### src/rtl/fp_cvt_ws.sv
// Three-stage float32 -> signed int32 converter (FCVT.W.S semantics) with a
// valid/ready handshake; the whole pipeline freezes on output backpressure.
`timescale 1ns/1ps
module fp_cvt_ws (
  input  logic        clk,
  input  logic        rst_n,
  input  logic        in_valid,
  output logic        in_ready,
  input  logic [31:0] in,
  input  logic [2:0]  rm,
  output logic        out_valid,
  input  logic        out_ready,
  output logic [31:0] res,
  output logic        nv,
  output logic        nx
);

  localparam int unsigned WORD_W = 32;
  localparam int unsigned EXP_W  = 8;
  localparam int unsigned FRAC_W = 23;
  localparam int unsigned SIG_W  = FRAC_W + 1;
  localparam int unsigned RM_W   = 3;
  localparam int unsigned EXT_W  = 2 * SIG_W;

  localparam logic [RM_W-1:0] RM_RNE = 3'b000;
  localparam logic [RM_W-1:0] RM_RDN = 3'b010;
  localparam logic [RM_W-1:0] RM_RUP = 3'b011;
  localparam logic [RM_W-1:0] RM_RMM = 3'b100;

  localparam logic [EXP_W-1:0] EXP_BIAS   = 8'd127;
  localparam logic [EXP_W-1:0] EXP_HALF   = 8'd126;
  localparam logic [EXP_W-1:0] EXP_RSHIFT = 8'd150;
  localparam logic [EXP_W-1:0] EXP_LSHIFT = 8'd157;
  localparam logic [EXP_W-1:0] EXP_INTMIN = 8'd158;

  localparam logic [WORD_W-1:0] INT_MAX = 32'h7FFF_FFFF;
  localparam logic [WORD_W-1:0] INT_MIN = 32'h8000_0000;

  logic stall;
  logic advance;

  logic              s1_valid_q, s1_valid_d;
  logic              s1_sign_q,  s1_sign_d;
  logic [EXP_W-1:0]  s1_exp_q,   s1_exp_d;
  logic [FRAC_W-1:0] s1_frac_q,  s1_frac_d;
  logic [RM_W-1:0]   s1_rm_q,    s1_rm_d;
  logic              s1_nan_q,   s1_nan_d;
  logic              s1_inf_q,   s1_inf_d;

  logic              s2_valid_q, s2_valid_d;
  logic              s2_sign_q,  s2_sign_d;
  logic              s2_nan_q,   s2_nan_d;
  logic              s2_ovf_q,   s2_ovf_d;
  logic [WORD_W-1:0] s2_mag_q,   s2_mag_d;
  logic              s2_g_q,     s2_g_d;
  logic              s2_s_q,     s2_s_d;
  logic [RM_W-1:0]   s2_rm_q,    s2_rm_d;

  logic              out_valid_q, out_valid_d;
  logic [WORD_W-1:0] res_q,       res_d;
  logic              nv_q,        nv_d;
  logic              nx_q,        nx_d;

  logic [SIG_W-1:0]  al_sig;
  logic [4:0]        al_rsh;
  logic [2:0]        al_lsh;
  logic [EXT_W-1:0]  al_ext;
  logic [WORD_W-1:0] al_mag;
  logic              al_g;
  logic              al_s;
  logic              al_ovf;

  logic              rd_inc;
  logic [WORD_W:0]   rd_mag;
  logic [WORD_W-1:0] rd_res;
  logic              rd_nv;
  logic              rd_nx;

  assign stall     = out_valid_q & ~out_ready;
  assign advance   = ~stall;
  assign in_ready  = advance;
  assign out_valid = out_valid_q;
  assign res       = res_q;
  assign nv        = nv_q;
  assign nx        = nx_q;

  // S1: unpack fields and classify the special encodings
  always_comb begin
    s1_valid_d = s1_valid_q;
    s1_sign_d  = s1_sign_q;
    s1_exp_d   = s1_exp_q;
    s1_frac_d  = s1_frac_q;
    s1_rm_d    = s1_rm_q;
    s1_nan_d   = s1_nan_q;
    s1_inf_d   = s1_inf_q;
    if (advance) begin
      s1_valid_d = in_valid;
      s1_sign_d  = in[31];
      s1_exp_d   = in[30:23];
      s1_frac_d  = in[22:0];
      s1_rm_d    = rm;
      s1_nan_d   = (&in[30:23]) & (|in[22:0]);
      s1_inf_d   = (&in[30:23]) & ~(|in[22:0]);
    end
  end

  // S2 datapath: place the significand relative to the binary point.
  // Exponent ranges are compared on the biased field (e = exp - 127).
  always_comb begin
    al_sig = {(|s1_exp_q), s1_frac_q};
    al_rsh = 5'(EXP_RSHIFT - s1_exp_q);
    al_lsh = 3'(s1_exp_q - EXP_RSHIFT);
    al_ext = {al_sig, {SIG_W{1'b0}}} >> al_rsh;
    al_mag = '0;
    al_g   = 1'b0;
    al_s   = 1'b0;
    al_ovf = 1'b0;
    if (s1_nan_q | s1_inf_q) begin
      al_ovf = 1'b1;
    end else if (s1_exp_q < EXP_BIAS) begin
      al_g = (s1_exp_q == EXP_HALF);
      al_s = (s1_exp_q == EXP_HALF) ? (|s1_frac_q) : (|al_sig);
    end else if (s1_exp_q <= EXP_RSHIFT) begin
      al_mag = WORD_W'(al_ext[EXT_W-1:SIG_W]);
      al_g   = al_ext[SIG_W-1];
      al_s   = |al_ext[SIG_W-2:0];
    end else if (s1_exp_q <= EXP_LSHIFT) begin
      al_mag = WORD_W'(al_sig) << al_lsh;
    end else if (s1_sign_q && (s1_exp_q == EXP_INTMIN) && (s1_frac_q == '0)) begin
      // -2^31 is the one exactly representable value at e = 31
      al_mag = INT_MIN;
    end else begin
      al_ovf = 1'b1;
    end
  end

  // S2 register load
  always_comb begin
    s2_valid_d = s2_valid_q;
    s2_sign_d  = s2_sign_q;
    s2_nan_d   = s2_nan_q;
    s2_ovf_d   = s2_ovf_q;
    s2_mag_d   = s2_mag_q;
    s2_g_d     = s2_g_q;
    s2_s_d     = s2_s_q;
    s2_rm_d    = s2_rm_q;
    if (advance) begin
      s2_valid_d = s1_valid_q;
      s2_sign_d  = s1_sign_q;
      s2_nan_d   = s1_nan_q;
      s2_ovf_d   = al_ovf;
      s2_mag_d   = al_mag;
      s2_g_d     = al_g;
      s2_s_d     = al_s;
      s2_rm_d    = s1_rm_q;
    end
  end

  // S3 datapath: round the magnitude, saturate and apply the sign
  always_comb begin
    case (s2_rm_q)
      RM_RNE:  rd_inc = s2_g_q & (s2_s_q | s2_mag_q[0]);
      RM_RDN:  rd_inc = s2_sign_q & (s2_g_q | s2_s_q);
      RM_RUP:  rd_inc = ~s2_sign_q & (s2_g_q | s2_s_q);
      RM_RMM:  rd_inc = s2_g_q;
      default: rd_inc = 1'b0;
    endcase
    rd_mag = {1'b0, s2_mag_q} + (WORD_W + 1)'(rd_inc);
    rd_res = '0;
    rd_nv  = 1'b0;
    if (s2_nan_q) begin
      rd_res = INT_MAX;
      rd_nv  = 1'b1;
    end else if (!s2_sign_q) begin
      if (s2_ovf_q || (rd_mag > {1'b0, INT_MAX})) begin
        rd_res = INT_MAX;
        rd_nv  = 1'b1;
      end else begin
        rd_res = rd_mag[WORD_W-1:0];
      end
    end else begin
      if (s2_ovf_q || (rd_mag > {1'b0, INT_MIN})) begin
        rd_res = INT_MIN;
        rd_nv  = 1'b1;
      end else begin
        rd_res = -rd_mag[WORD_W-1:0];
      end
    end
    rd_nx = (s2_g_q | s2_s_q) & ~rd_nv;
  end

  // S3 register load; bubbles leave zeros on the result bus
  always_comb begin
    out_valid_d = out_valid_q;
    res_d       = res_q;
    nv_d        = nv_q;
    nx_d        = nx_q;
    if (advance) begin
      out_valid_d = s2_valid_q;
      res_d       = s2_valid_q ? rd_res : '0;
      nv_d        = s2_valid_q & rd_nv;
      nx_d        = s2_valid_q & rd_nx;
    end
  end

  always_ff @(posedge clk or negedge rst_n) begin
    if (!rst_n) begin
      s1_valid_q  <= 1'b0;
      s1_sign_q   <= 1'b0;
      s1_exp_q    <= '0;
      s1_frac_q   <= '0;
      s1_rm_q     <= '0;
      s1_nan_q    <= 1'b0;
      s1_inf_q    <= 1'b0;
      s2_valid_q  <= 1'b0;
      s2_sign_q   <= 1'b0;
      s2_nan_q    <= 1'b0;
      s2_ovf_q    <= 1'b0;
      s2_mag_q    <= '0;
      s2_g_q      <= 1'b0;
      s2_s_q      <= 1'b0;
      s2_rm_q     <= '0;
      out_valid_q <= 1'b0;
      res_q       <= '0;
      nv_q        <= 1'b0;
      nx_q        <= 1'b0;
    end else begin
      s1_valid_q  <= s1_valid_d;
      s1_sign_q   <= s1_sign_d;
      s1_exp_q    <= s1_exp_d;
      s1_frac_q   <= s1_frac_d;
      s1_rm_q     <= s1_rm_d;
      s1_nan_q    <= s1_nan_d;
      s1_inf_q    <= s1_inf_d;
      s2_valid_q  <= s2_valid_d;
      s2_sign_q   <= s2_sign_d;
      s2_nan_q    <= s2_nan_d;
      s2_ovf_q    <= s2_ovf_d;
      s2_mag_q    <= s2_mag_d;
      s2_g_q      <= s2_g_d;
      s2_s_q      <= s2_s_d;
      s2_rm_q     <= s2_rm_d;
      out_valid_q <= out_valid_d;
      res_q       <= res_d;
      nv_q        <= nv_d;
      nx_q        <= nx_d;
    end
  end

endmodule

### config.mk
export PLATFORM = sky130hd
export DESIGN_NAME = fp_cvt_ws
export DESIGN_NICKNAME = d
export VERILOG_FILES = /design/src/rtl/fp_cvt_ws.sv
export SDC_FILE = /design/constraint.sdc
export NUM_CORES = 1
export LEC_CHECK = 0
export ABC_AREA = 1
export CAP_MARGIN = 20
export CORE_MARGIN = 3
export CORE_UTILIZATION = 25
export CTS_CLUSTER_SIZE = 40
export DETAILED_ROUTE_END_ITERATION = 6
export PLACE_DENSITY_LB_ADDON = 0.15
export RECOVER_POWER = 100
export SLEW_MARGIN = 40
export SYNTH_ARGS = -nofsm -noshare
export SYNTH_HDL_FRONTEND = slang
export SYNTH_SLANG_ARGS = --single-unit
### constraint.sdc
create_clock -name clk -period 4.9 [get_ports clk]
set_clock_uncertainty 0.05 [all_clocks]
set_input_delay 0.735 -clock clk [delete_from_list [all_inputs] [get_ports clk]]
set_output_delay 0.735 -clock clk [all_outputs]
set_load 0.02 [all_outputs]
==> summary.md, run 1 <==
| Metric | Value |
|---|---|
| Syn avg cell area | between 6 and 7 um2 |
| Initial Utilization | 0.254 |
| Arrival time of the worst setup path | between 4 and 5 ns |
| FMAX | roughly 240 MHz |
| Violation count after the first detailed-routing iteration | 930 |
| Detail Placement HPWL | just over 30,000 um |
| Startpoint of the worst register-to-register path | s2_s_q$_DFFE_PN0N_ |
| Unrepaired setup endpoints after global routing | false |
| Capturing point of the worst reg2reg path | res[7]$_DFFE_PN0N_ |
| CORE AREA | 0.0399 mm2 |
| Pin count of the biggest net entering global routing | slightly above 90 |
| Yosys cell types | 52 |
| Worst-path cell chain | or2_2 -> nand4_1 -> o41ai_1 -> ha_1 -> ha_1 -> inv_1 -> ha_1 -> nand2_1 -> nor2_1 -> nand3_1 -> nor2_1 -> nand3_1 -> nor2_4 -> nand2_4 -> nand2_2 -> nand3_1 -> nand3_1 -> nand2_1 -> nand2_1 |
| Final Routed Wirelength | approximately 38,000 um |
| Post-DR vias/cell | about 4.8 |
| Setup fix buffers added after clock tree synthesis | 0 |
| I/O Pins | 75 |
| TritonCTS buffer count | 17 |
| Num rows | 73 |
| Remaining design rule violation count | 0 |
| Required time reported for the critical path endpoint | between 5 and 6 ns |
| Static leakage power | 5.77 nW |
| Worst Reg2Reg Path Length in Cells | 19 |
| Run status | finished with violations |
| Htree depth | 4 |
| Clock-pin slew on the worst setup and hold paths | 0.06 ns |
| Net count of the finished layout | 1,757 |
| Clock net sink count | between 100 and 150 |
| Antenna violations before repair | 0 |
| Fin. Hold Viols | 0 |
| Average wire per cell in the routed design | 17.0 um |
| Min cycle time layout | just over 4 ns |
| Max transition margin | -0.409 |
| Async set or reset register ratio after synthesis | 1.00 |
| Critical path's largest stage delay | 0.47 ns |
| Via count of the first global-routing pass | 10,400 |
| I/O Buffers | 74 |
| Post-route ant nets | 0 |
| Final Slew Violations | between 200 and 250 |
| Die height | about 210 um |
| Antenna diode count | 0 |
| Crit path buffers/inverters | 1 |
| Kind of cell adding the most delay to the critical path | simple AND/OR/NAND/NOR gates |
| GP Congestion | 0.904 |
| Via Count | about 11,000 |
| Die Footprint | approximately 0.043 mm2 |
| Number of hold buffers added after CTS | 0 |
| Post-cts repair resize count | 0 |
| Violated checks | max-capacitance violations, max-slew violations |
| # Max-Cap Violations | 4 |
| Final setup margin | 0.792 ns |
| Type of element launching the critical path | flop |
| Clock Tree Buf Depth | 2 |
| Aggregate global routing overflow | 0 |
| Sequential fraction of the synthesis area | 0.281 |
| Horizontal die dimension | just over 200 um |
| Tcrit/Tclk final | 0.838 |
| Top cell by count, worst path | nand3_1 |
| Worst Tran Pin Value | about 2.1 ns |
| Number of nets in the synthesized netlist | around 1,700 |
| Setup slack on the worst flop-to-flop path | ~0.8 ns |
| Synthesis warning total | 0 |
| Root Driver | clkbuf_16 |
| Worst-skew pair later-pin latency | approximately 0.44 ns |
| Worst-case vdd ir drop | 0.260 mV |
| Beginning of the worst hold path | s1_rm_q[2]$_DFFE_PN0N_ |
| Hold-critical path depth | 2 |
| Power density over the cells | 594 mW/mm2 |
| Detailed-router iteration count before antenna repair | 6 |
| Category of the most critical setup path | flop to flop |
| First-pass GRT wire length | 60,000 um |
| Accumulated negative setup slack | 0 ns |
| Crit end category | flop |
| Prevailing post-synth register cell | dfrtp_1 |
| Cell area after technology mapping | approximately 0.01 mm2 |
| Number of enable flip-flop cells after synthesis | 0 |
| Final Setup Violations | 0 |
| TritonCTS clock tree | done |
| Worst path slowest cell | dfrtp_1 |
| Area overhead of the layout relative to synthesis | 17.1% |
| Layout cells sized above 1 | 0.0798 |
| Worst min path class | flop to flop |
| Number of fillers in the final layout | around 4,500 |
| Synthesized netlist cell count | 1,661 |
| Power, Total | 7.05 mW |
| Pre-CTS worst setup slack | roughly 1.1 ns |
| Overall fraction of global-route tracks in use | 0.177 |
| CP Max Fanout | 25 |
| Synth Register Bits | roughly 110 |
| Sink of the worst hold path | s2_rm_q[2]$_DFFE_PN0N_ |
-- power by group --
part	total [mW]	switching, mW	internal (mW)
logic	4.27	2.96	1.31
clock network	1.22	0.473	0.750
registers	1.56	0.308	1.25
-- synth_stat cells (all sizes together), types with 12 or more instances --
master / instances / area share
nand2: 675 / 0.26
o21ai: 197 / 0.097
nor2: 164 / 0.077
inv: 145 / 0.054
nand3: 134 / 0.078
dfrtp: 114 / 0.28
clkbuf: 54 / 0.020
nand4: 22 / 0.015
a21oi: 18 / 0.010
xor2: 16 / 0.014
buf: 14 / 0.011
nor3: 14 / 0.0069
ha: 13 / 0.016
o22ai: 12 / 0.0074
-- how the worst max path moves through the flow --
stage | depth (start not counted) | from | slack, ns | end
final | 19 | s2_s_q$_DFFE_PN0N_ | 0.79 | res[7]$_DFFE_PN0N_
after global routing | 2 | rst_n | 0.42 | res[3]$_DFFE_PN0N_
after CTS | 18 | s2_s_q$_DFFE_PN0N_ | 1.12 | res[31]$_DFFE_PN0N_
after detailed placement | 18 | s2_s_q$_DFFE_PN0N_ | 1.14 | res[31]$_DFFE_PN0N_
after global placement | 18 | s2_s_q$_DFFE_PN0N_ | 1.11 | res[31]$_DFFE_PN0N_
after floorplan | 20 | s2_sign_q$_DFFE_PN0N_ | 1.72 | res[31]$_DFFE_PN0N_
-- per-stage QoR --
stage / util / cell area [um2] / cells / hold WS [ns]
finish: 0.297 / 11900 / 2241 / 0.419
global route: 0.297 / 11900 / 2241 / 0.436
CTS: 0.299 / 11900 / 2241 / 0.205
detailed placement: 0.285 / 11400 / 2211 / 0.410
global placement: 0.285 / 11400 / 2211 / 0.411
floorplan: - / 10100 / 1661 / 0.389
-- registers in the layout, indices dropped and copies added, names as in the netlist, 3 cells and up --
| register | flops |
|---|---|
| s1_exp_q | 8 |
| s2_mag_q | 32 |
| s1_frac_q | 23 |
| s1_rm_q | 3 |
| s2_rm_q | 3 |
| res | 32 |
-- logic make-up after synthesis --
family | Yosys count | share of synthesized area
flip-flops | 114 | 0.281
multiplexers | 1 | 0.000988
XOR/XNOR | 18 | 0.0156
AND/OR/NAND/NOR | 1036 | 0.459
adder cells (fa/ha/maj) | 13 | 0.0160
buffers and inverters | 217 | 0.0863
AO/OA/AOI/OAI | 262 | 0.141
-- final cells by class --
class | instances | area, um2 | area share
multi-input cells | 1330 | 6380 | 0.538
well taps | 525 | 657 | 0.0553
clock buffers | 20 | 447 | 0.0376
clock inverters | 10 | 113 | 0.00949
flip-flops and latches | 114 | 2850 | 0.240
inverters | 149 | 559 | 0.0471
repair buffers | 93 | 861 | 0.0725
-- routing by layer --
layer / up-vias / routed length [um] / GRT usage
li1: 5439 / - / -
met1: 5093 / 17800 / 0.238
met2: 254 / 17400 / 0.280
met3: 55 / 1700 / 0.0345
met4: 0 / 1250 / 0.0667
met5: - / 0 / 0
-- worst min-delay path, cell delays in order, from the launching register on --
cell and delay [ns]:
dfrtp_1 0.34, nand2_1 0.05, nand2_1 0.04
-- cells in the final DEF, fill, tap and decap left out, types with 7 or more instances in the layout --
cell and instances:
buf_4 14, clkdlybuf4s50_1 36, nor3_1 14, nand2_1 647, nor4_1 11, nand3_1 115, xor2_1 15, a21oi_1 17
inv_1 138, nand3b_1 11, nand2_4 9, nand3_2 18, nor2_2 15, o21ai_0 195, o21bai_1 8, nor2_1 134
o22ai_1 12, nor2_4 13, dlygate4sd3_1 37, nand2_2 19, nand4_1 19, ha_1 13, clkbuf_16 17, inv_2 7
dfrtp_1 114, o211ai_1 7
(Power assumes the default switching activity.)
==> run 2, diff against run 1 <==
==> constraint.sdc (replaced) <==
create_clock -name clk -period 4.05 [get_ports clk]
set_clock_uncertainty 0.05 [all_clocks]
set_input_delay 0.6075 -clock clk [delete_from_list [all_inputs] [get_ports clk]]
set_output_delay 0.6075 -clock clk [all_outputs]
set_load 0.02 [all_outputs]
==> run 2 against run 1 <==
Compared with the run above: the flow still finishes with violations (max-capacitance violations, max-slew violations); combinational power up 21%; routed wire length down 0.30%; hold slack worse by 0.0051 ns; non-clock buffer count up 1; register-to-register slack worse by 0.30 ns; die area unchanged; sequential share of layout area down 0.18 points; critical path depth down 14; final cell count about the same; critical path type is now primary input to output port; largest cell class unchanged; largest power group unchanged.
==> summary.md, run 2 (synthesis results as in run 1) <==
| Metric | Value |
|---|---|
| Run status | finished with violations |
| Violated checks | max-capacitance violations, max-slew violations |
| Category of the most critical setup path | primary input to output port |
| Clock-pin slew on the worst setup and hold paths | 0.06 ns (about the same) |
| Setup fix buffers added after clock tree synthesis | 0 (unchanged) |
| Antenna violations before repair | 1 (+1) |
| Detail Placement HPWL | 30,000 um (-0.65%) |
| # Max-Cap Violations | 2 (-2) |
| Required time reported for the critical path endpoint | 3.39 ns (-1.84 ns) |
| Pin count of the biggest net entering global routing | 91 (unchanged) |
| Met1 routing resource usage after global routing | 0.236 (-0.00223) |
| Combinational Power Share | 0.592 (-0.013) |
| Tcrit/Tclk final | 0.927 |
| I/O Buffers | 74 (unchanged) |
| Final setup margin | 0.295 ns (-0.497 ns) |
| Fin. Hold Viols | 0 (unchanged) |
| Post-cts repair resize count | 0 (unchanged) |
| Sw frac | 0.518 (-0.0122) |
| Net count of the finished layout | 1,758 (+0.057%) |
| Clock Tree Buf Depth | 2 (unchanged) |
| Root Driver | clkbuf_16 |
| Average wire per cell in the routed design | 17.0 um (-0.34%) |
| Internal Dissipation | 4.20 mW (+27%) |
| Htree depth | 4 (unchanged) |
| Horizontal die dimension | 207 um (unchanged) |
| FMAX | ~270 MHz |
| Number of hold buffers added after CTS | 0 (unchanged) |
| Power density over the cells | 729 mW/mm2 (+23%) |
| Placed cell areas | 0.0114 mm2 (+0.18%) |
| Final Routed Wirelength | 38,100 um (-0.30%) |
| Initial Utilization | 0.254 (unchanged) |
| Commonest non-fill, non-tap cell in the layout | nand2_1 |
| Detailed-router iteration count before antenna repair | 5 (-1) |
| GP Congestion | 0.911 (+0.83%) |
| Clock net sink count | 114 (unchanged) |
| CORE AREA | 0.0399 mm2 (unchanged) |
| Overall fraction of global-route tracks in use | 0.176 (-0.000940) |
| Final Slew Violations | 138 (-35%) |
| Num rows | 73 (unchanged) |
| Max transition margin | -0.946 (-0.538) |
| Min cycle time layout | around 3.8 ns |
| Layout cells sized above 1 | 0.0810 (+0.00112) |
| TritonCTS buffer count | 17 (unchanged) |
| CP Max Fanout | 69 (+180%) |
| Commonest cells after routing, fill and taps aside | nand2_1, o21ai_0, inv_1, nor2_1, nand3_1 |
| Post-route worst hold slack | 0.414 ns (-0.00510 ns) |
| Crit end category | output port |
| Worst-path cell chain | dlygate4sd3_1 -> nor2_1 -> clkinv_1 -> clkbuf_2 -> dlygate4sd3_1 |
| Crit path buffers/inverters | 4 (+3) |
| Violation count after the first detailed-routing iteration | 857 (-7.8%) |
| Kind of cell adding the most delay to the critical path | buffers and inverters |
| Net switching component of the power | 4.51 mW (+21%) |
| Fraction of met2 tracks used by global routing | 0.294 (+0.0142) |
| Type of element launching the critical path | primary input |
| Unrepaired setup endpoints after global routing | false |
| Via Count | 10,800 (-0.018%) |
| Top cell by count, worst path | dlygate4sd3_1 |
| Die Footprint | 0.0430 mm2 (unchanged) |
| Number of fillers in the final layout | 4,535 (+0.27%) |
| First-pass GRT wire length | 60,500 um (+0.75%) |
| TritonCTS clock tree | done |
| Seq pwr share | 0.217 (-0.005) |
| Pre-CTS worst setup slack | 0.483 ns (-0.655 ns) |
| Area overhead of the layout relative to synthesis | 18.0% |
| Final Setup Violations | 0 (unchanged) |
| Arrival time of the worst setup path | 3.10 ns (-1.34 ns) |
| Post-route standard cell area excluding fillers | 0.0120 mm2 (+0.74%) |
| Static leakage power | 5.82 nW (+0.98%) |
| Aggregate global routing overflow | 0 (unchanged) |
| I/O Pins | 75 (unchanged) |
| Met3 usage in global routing | 0.0222 (-0.0122) |
| Worst-case vdd ir drop | 0.295 mV (+13%) |
| Die height | 207 um (unchanged) |
| Post-DR vias/cell | 4.83 (about the same) |
| Via count of the first global-routing pass | 10,600 (+2.5%) |
| Power, Total | 8.71 mW (+24%) |
| Accumulated negative setup slack | 0 ns (unchanged) |
| Remaining design rule violation count | 0 (unchanged) |
| Antenna diode count | 0 (unchanged) |
| Top Usage Layer GRT | met2 |
| Worst path slowest cell | dlygate4sd3_1 |
| Clock power share | 0.191 (+0.018) |
| Worst min path class | flop to flop |
| Critical path's largest stage delay | 0.95 ns (+0.48 ns) |
| Post-route ant nets | 0 (unchanged) |
| Worst-skew pair later-pin latency | 0.43 ns (about the same) |
| Worst Tran Pin Value | 2.92 ns (+0.807 ns) |
run 2: final timing paths:
check | startpoint | end | slack [ns] | cells after the start
setup / recovery | out_ready | in_ready | 0.30 | 5
hold / removal | s1_rm_q[2]$_DFFE_PN0N_ | s2_rm_q[2]$_DFFE_PN0N_ | 0.41 | 2
min in group asynchronous | rst_n | s2_mag_q[23]$_DFFE_PN0N_ | 1.08 | 1
max in group asynchronous | rst_n | res[27]$_DFFE_PN0N_ | 1.22 | 1
hold reg to reg | s1_rm_q[2]$_DFFE_PN0N_ | s2_rm_q[2]$_DFFE_PN0N_ | 0.41 | 2
setup reg to reg | s2_s_q$_DFFE_PN0N_ | res[31]$_DFFE_PN0N_ | 0.49 | 18
run 2: layout make-up:
class | count | area, um2 | share of cell area
multi-input combinational | 1330 | 6370 | 0.533
tap | 525 | 657 | 0.0549
clock buffer | 21 | 480 | 0.0402
inverter | 149 | 559 | 0.0468
timing repair buffer | 94 | 886 | 0.0741
sequential | 114 | 2850 | 0.239
clock inverter | 9 | 154 | 0.0129
run 2: worst register-to-register path, cell delays in order (launching register included):
cell and delay, ns:
dfrtp_1 0.40, or2_2 0.30, nand4_1 0.09, o41ai_1 0.08, ha_1 0.23, ha_1 0.34
inv_1 0.09, ha_1 0.20, nand2_1 0.06, nor2_1 0.19, nand3_1 0.20, nor2_2 0.24
nand3_1 0.21, nor2_4 0.19, nand2_4 0.10, a21oi_4 0.21, nand2_1 0.07, o21ai_0 0.14
nand2_1 0.07
run 2: through the flow:
stage | instances | utilization
after CTS | 2242 | 0.301
final | 2242 | 0.300
after global routing | 2242 | 0.300
after floorplan | 1661 | -
after detailed placement | 2212 | 0.286
after global placement | 2212 | 0.285
run 2: power by group through the flow:
stage               Sequential, mW  Clock, mW  Combinational (mW)
finish                        1.89       1.66                5.16
global route                  1.95       1.75                5.80
CTS                           1.90       1.70                5.27
detailed placement            1.92          0                5.25
global placement              1.91          0                5.28
floorplan                     1.99          0                3.42
run 2: per-layer routing:
metal / routed length, um / vias to the layer above
li1: - / 5445
met1: 17700 / 5085
met2: 17800 / 264
met3: 1450 / 45
met4: 1070 / 0
met5: 0 / -
==> run 3, diff against run 2 <==
--- a/config.mk
+++ b/config.mk
@@ -7,7 +7,7 @@
 export LEC_CHECK = 0
 export ABC_AREA = 1
 export CAP_MARGIN = 20
-export CORE_MARGIN = 3
+export CORE_MARGIN = 4
 export CORE_UTILIZATION = 25
 export CTS_CLUSTER_SIZE = 40
 export DETAILED_ROUTE_END_ITERATION = 6
==> run 3 against run 2 <==
Compared with the run above: the run still ends with max-capacitance violations, max-slew violations left; maximum frequency grew 0.12%; critical path type is now flop to flop; sequential share of layout area is essentially flat; highest routed layer unchanged; largest power group unchanged; routed wire length shrank 1.7%.
==> summary.md, run 3 (synthesis results as in run 1) <==
| Metric | Value |
|---|---|
| Antenna violations before repair | 0 (-1) |
| Kind of cell adding the most delay to the critical path | buffers and inverters |
| Post-cts repair resize count | 0 (unchanged) |
| # placed instances | 2,213 (+0.045%) |
| CP Max Fanout | 27 (-61%) |
| Hold-critical path depth | 2 (unchanged) |
| Num rows | 73 (unchanged) |
| Tcrit/Tclk final | 0.926 (-0.00113) |
| Accumulated negative setup slack | 0 ns (unchanged) |
| First-pass GRT wire length | 59,600 um (-1.6%) |
| Type of element launching the critical path | flop |
| Die height | 209 um (+0.96%) |
| Net count of the finished layout | 1,759 (+0.057%) |
| TritonCTS clock tree | done |
| Clock-pin slew on the worst setup and hold paths | 0.06 ns (about the same) |
| Average wire per cell in the routed design | 16.7 um (-1.8%) |
| Htree depth | 4 (unchanged) |
| Final Slew Violations | 126 (-8.7%) |
| Min cycle time layout | 3.75 ns (-0.00457 ns) |
| Post-DR vias/cell | 4.78 (-1.1%) |
| Worst-path cell chain | inv_1 -> buf_4 -> ha_1 -> a32oi_1 -> clkbuf_1 -> inv_1 -> clkbuf_1 -> nand2_1 -> o21ai_0 -> o21ai_0 -> o21ai_0 |
| Worst-skew pair later-pin latency | 0.44 ns (about the same) |
| TritonCTS buffer count | 17 (unchanged) |
| Worst min path class | flop to flop |
| Required time reported for the critical path endpoint | 4.32 ns (+0.93 ns) |
| Via count of the first global-routing pass | 10,500 (-1.4%) |
| Arrival time of the worst setup path | 4.02 ns (+0.92 ns) |
| Fin. Hold Viols | 0 (unchanged) |
| Crit end category | flop |
| Max transition margin | -0.327 (+0.620) |
| Initial Utilization | 0.254 (unchanged) |
| Final Routed Wirelength | 37,400 um (-1.7%) |
| Commonest cells after routing, fill and taps aside | nand2_1, o21ai_0, inv_1, nor2_1, nand3_1 |
| Root Driver | clkbuf_16 |
| Area of the multi-input gates | 0.00638 mm2 (+0.12%) |
| Static leakage power | 5.80 nW (-0.35%) |
| Startpoint of the worst register-to-register path | s1_exp_q[0]$_DFFE_PN0N_ |
| Aggregate global routing overflow | 0 (unchanged) |
| Antenna diode count | 0 (unchanged) |
| Layout cells sized above 1 | 0.0831 (+0.00218) |
| Worst Tran Pin Value | 1.99 ns (-0.930 ns) |
| Launching instance or port of the critical path | s1_exp_q[0]$_DFFE_PN0N_ |
| Capturing point of the worst reg2reg path | s2_mag_q[17]$_DFFE_PN0N_ |
| Worst Setup EP | s2_mag_q[17]$_DFFE_PN0N_ |
| FMAX | 267 MHz (+0.12%) |
| Number of cells on the critical path | 11 (+6) |
| Setup fix buffers added after clock tree synthesis | 0 (unchanged) |
| Detail Placement HPWL | 29,800 um (-0.71%) |
| Number of fillers in the final layout | 4,583 (+1.1%) |
| Setup slack on the worst flop-to-flop path | 0.30 ns (-0.19 ns) |
| Post-layout util | 0.299 (about the same) |
| CORE AREA | 0.0399 mm2 (unchanged) |
| Horizontal die dimension | 209 um (+0.96%) |
| Violated checks | max-capacitance violations, max-slew violations |
| Pin count of the biggest net entering global routing | 91 (unchanged) |
| Worst path slowest cell | clkbuf_1 |
| Clock net sink count | 114 (unchanged) |
| Filler-free cell count of the finished design | 2,245 (+0.13%) |
| Die Footprint | 0.0438 mm2 (+1.9%) |
| Detailed-router iteration count before antenna repair | 5 (unchanged) |
| Top cell by count, worst path | o21ai_0 |
| Number of hold buffers added after CTS | 0 (unchanged) |
| Violation count after the first detailed-routing iteration | 734 (-14%) |
| Power density over the cells | 726 mW/mm2 (-0.34%) |
| Via Count | 10,700 (-0.96%) |
| Clock Tree Buf Depth | 2 (unchanged) |
| Area overhead of the layout relative to synthesis | 17.9% (about the same) |
| Register area | 0.00285 mm2 (unchanged) |
| Remaining design rule violation count | 0 (unchanged) |
| GP Congestion | 0.901 (-1.1%) |
| Worst Reg2Reg Path Length in Cells | 11 (-7) |
| Overall fraction of global-route tracks in use | 0.171 (-0.00430) |
| Critical path's largest stage delay | 0.70 ns (-0.25 ns) |
| Unrepaired setup endpoints after global routing | false |
| Commonest non-fill, non-tap cell in the layout | nand2_1 |
| # Max-Cap Violations | 2 (unchanged) |
| I/O Pins | 75 (unchanged) |
| Final Setup Violations | 0 (unchanged) |
| Post-route ant nets | 0 (unchanged) |
| I/O Buffers | 74 (unchanged) |
| Worst-case vdd ir drop | 0.291 mV (-1.5%) |
| Category of the most critical setup path | flop to flop |
| Run status | finished with violations |
| Crit path buffers/inverters | 5 (+1) |
run 3: changes by cell type in the layout (fill, tap and decap cells not counted), moves of 2 or more:
cell	previous run	this run
clkinv_2	2	0
nand4_2	0	3
inv_6	0	5
nand4_1	22	19
clkbuf_8	4	0
clkbuf_1	2	5
clkinvlp_4	2	4
run 3: stage by stage:
step / instance area [um2] / worst slack (ns) / hold slack (ns) / total power [mW]
3_5_place_dp: 11400 / 0.518 / 0.414 / 7.14
5_1_grt: 12000 / 0.0652 / 0.439 / 9.48
3_3_place_gp: 11400 / 0.556 / 0.411 / 7.16
6_report: 12000 / 0.300 / 0.417 / 8.68
4_1_cts: 12000 / 0.487 / 0.102 / 8.83
2_1_floorplan: 10100 / 0.866 / 0.262 / 5.41
run 3: cell type report:
class                           instances  area share
Tap cell                              525      0.0550
Multi-Input combinational cell       1330       0.534
Clock buffer                           18      0.0359
Clock inverter                         14      0.0170
Inverter                              149      0.0468
Timing Repair Buffer                   95      0.0731
Sequential cell                       114       0.239
run 3: routing by layer:
metal | routed length [um] | vias up | GRT usage
li1 | - | 5449 | -
met1 | 17300 | 4988 | 0.230
met2 | 17800 | 265 | 0.287
met3 | 1610 | 33 | 0.0288
met4 | 758 | 0 | 0.0432
met5 | 0 | - | 0
run 3: worst min path at each step:
stage                         from                 endpoint
5_1_grt        res[22]$_DFFE_PN0N_      res[22]$_DFFE_PN0N_
3_3_place_gp   res[22]$_DFFE_PN0N_      res[22]$_DFFE_PN0N_
3_5_place_dp   res[22]$_DFFE_PN0N_      res[22]$_DFFE_PN0N_
6_report       res[22]$_DFFE_PN0N_      res[22]$_DFFE_PN0N_
4_1_cts                      rst_n  s2_mag_q[7]$_DFFE_PN0N_
2_1_floorplan                rst_n           nv$_DFFE_PN0N_
run 3: worst reg2reg max path, stage by stage (launching register included):
cell and delay, ns:
dfrtp_1 0.42, inv_1 0.10, buf_4 0.29, ha_1 0.23, a32oi_1 0.10, clkbuf_1 0.34, inv_1 0.12, clkbuf_1 0.70
nand2_1 0.65, o21ai_0 0.22, o21ai_0 0.26, o21ai_0 0.16
run 3: report_power, final:
group / switching, mW / internal, mW / total [mW]
clock network: 0.608 / 1.04 / 1.65
registers: 0.362 / 1.52 / 1.88
logic: 3.56 / 1.59 / 5.15
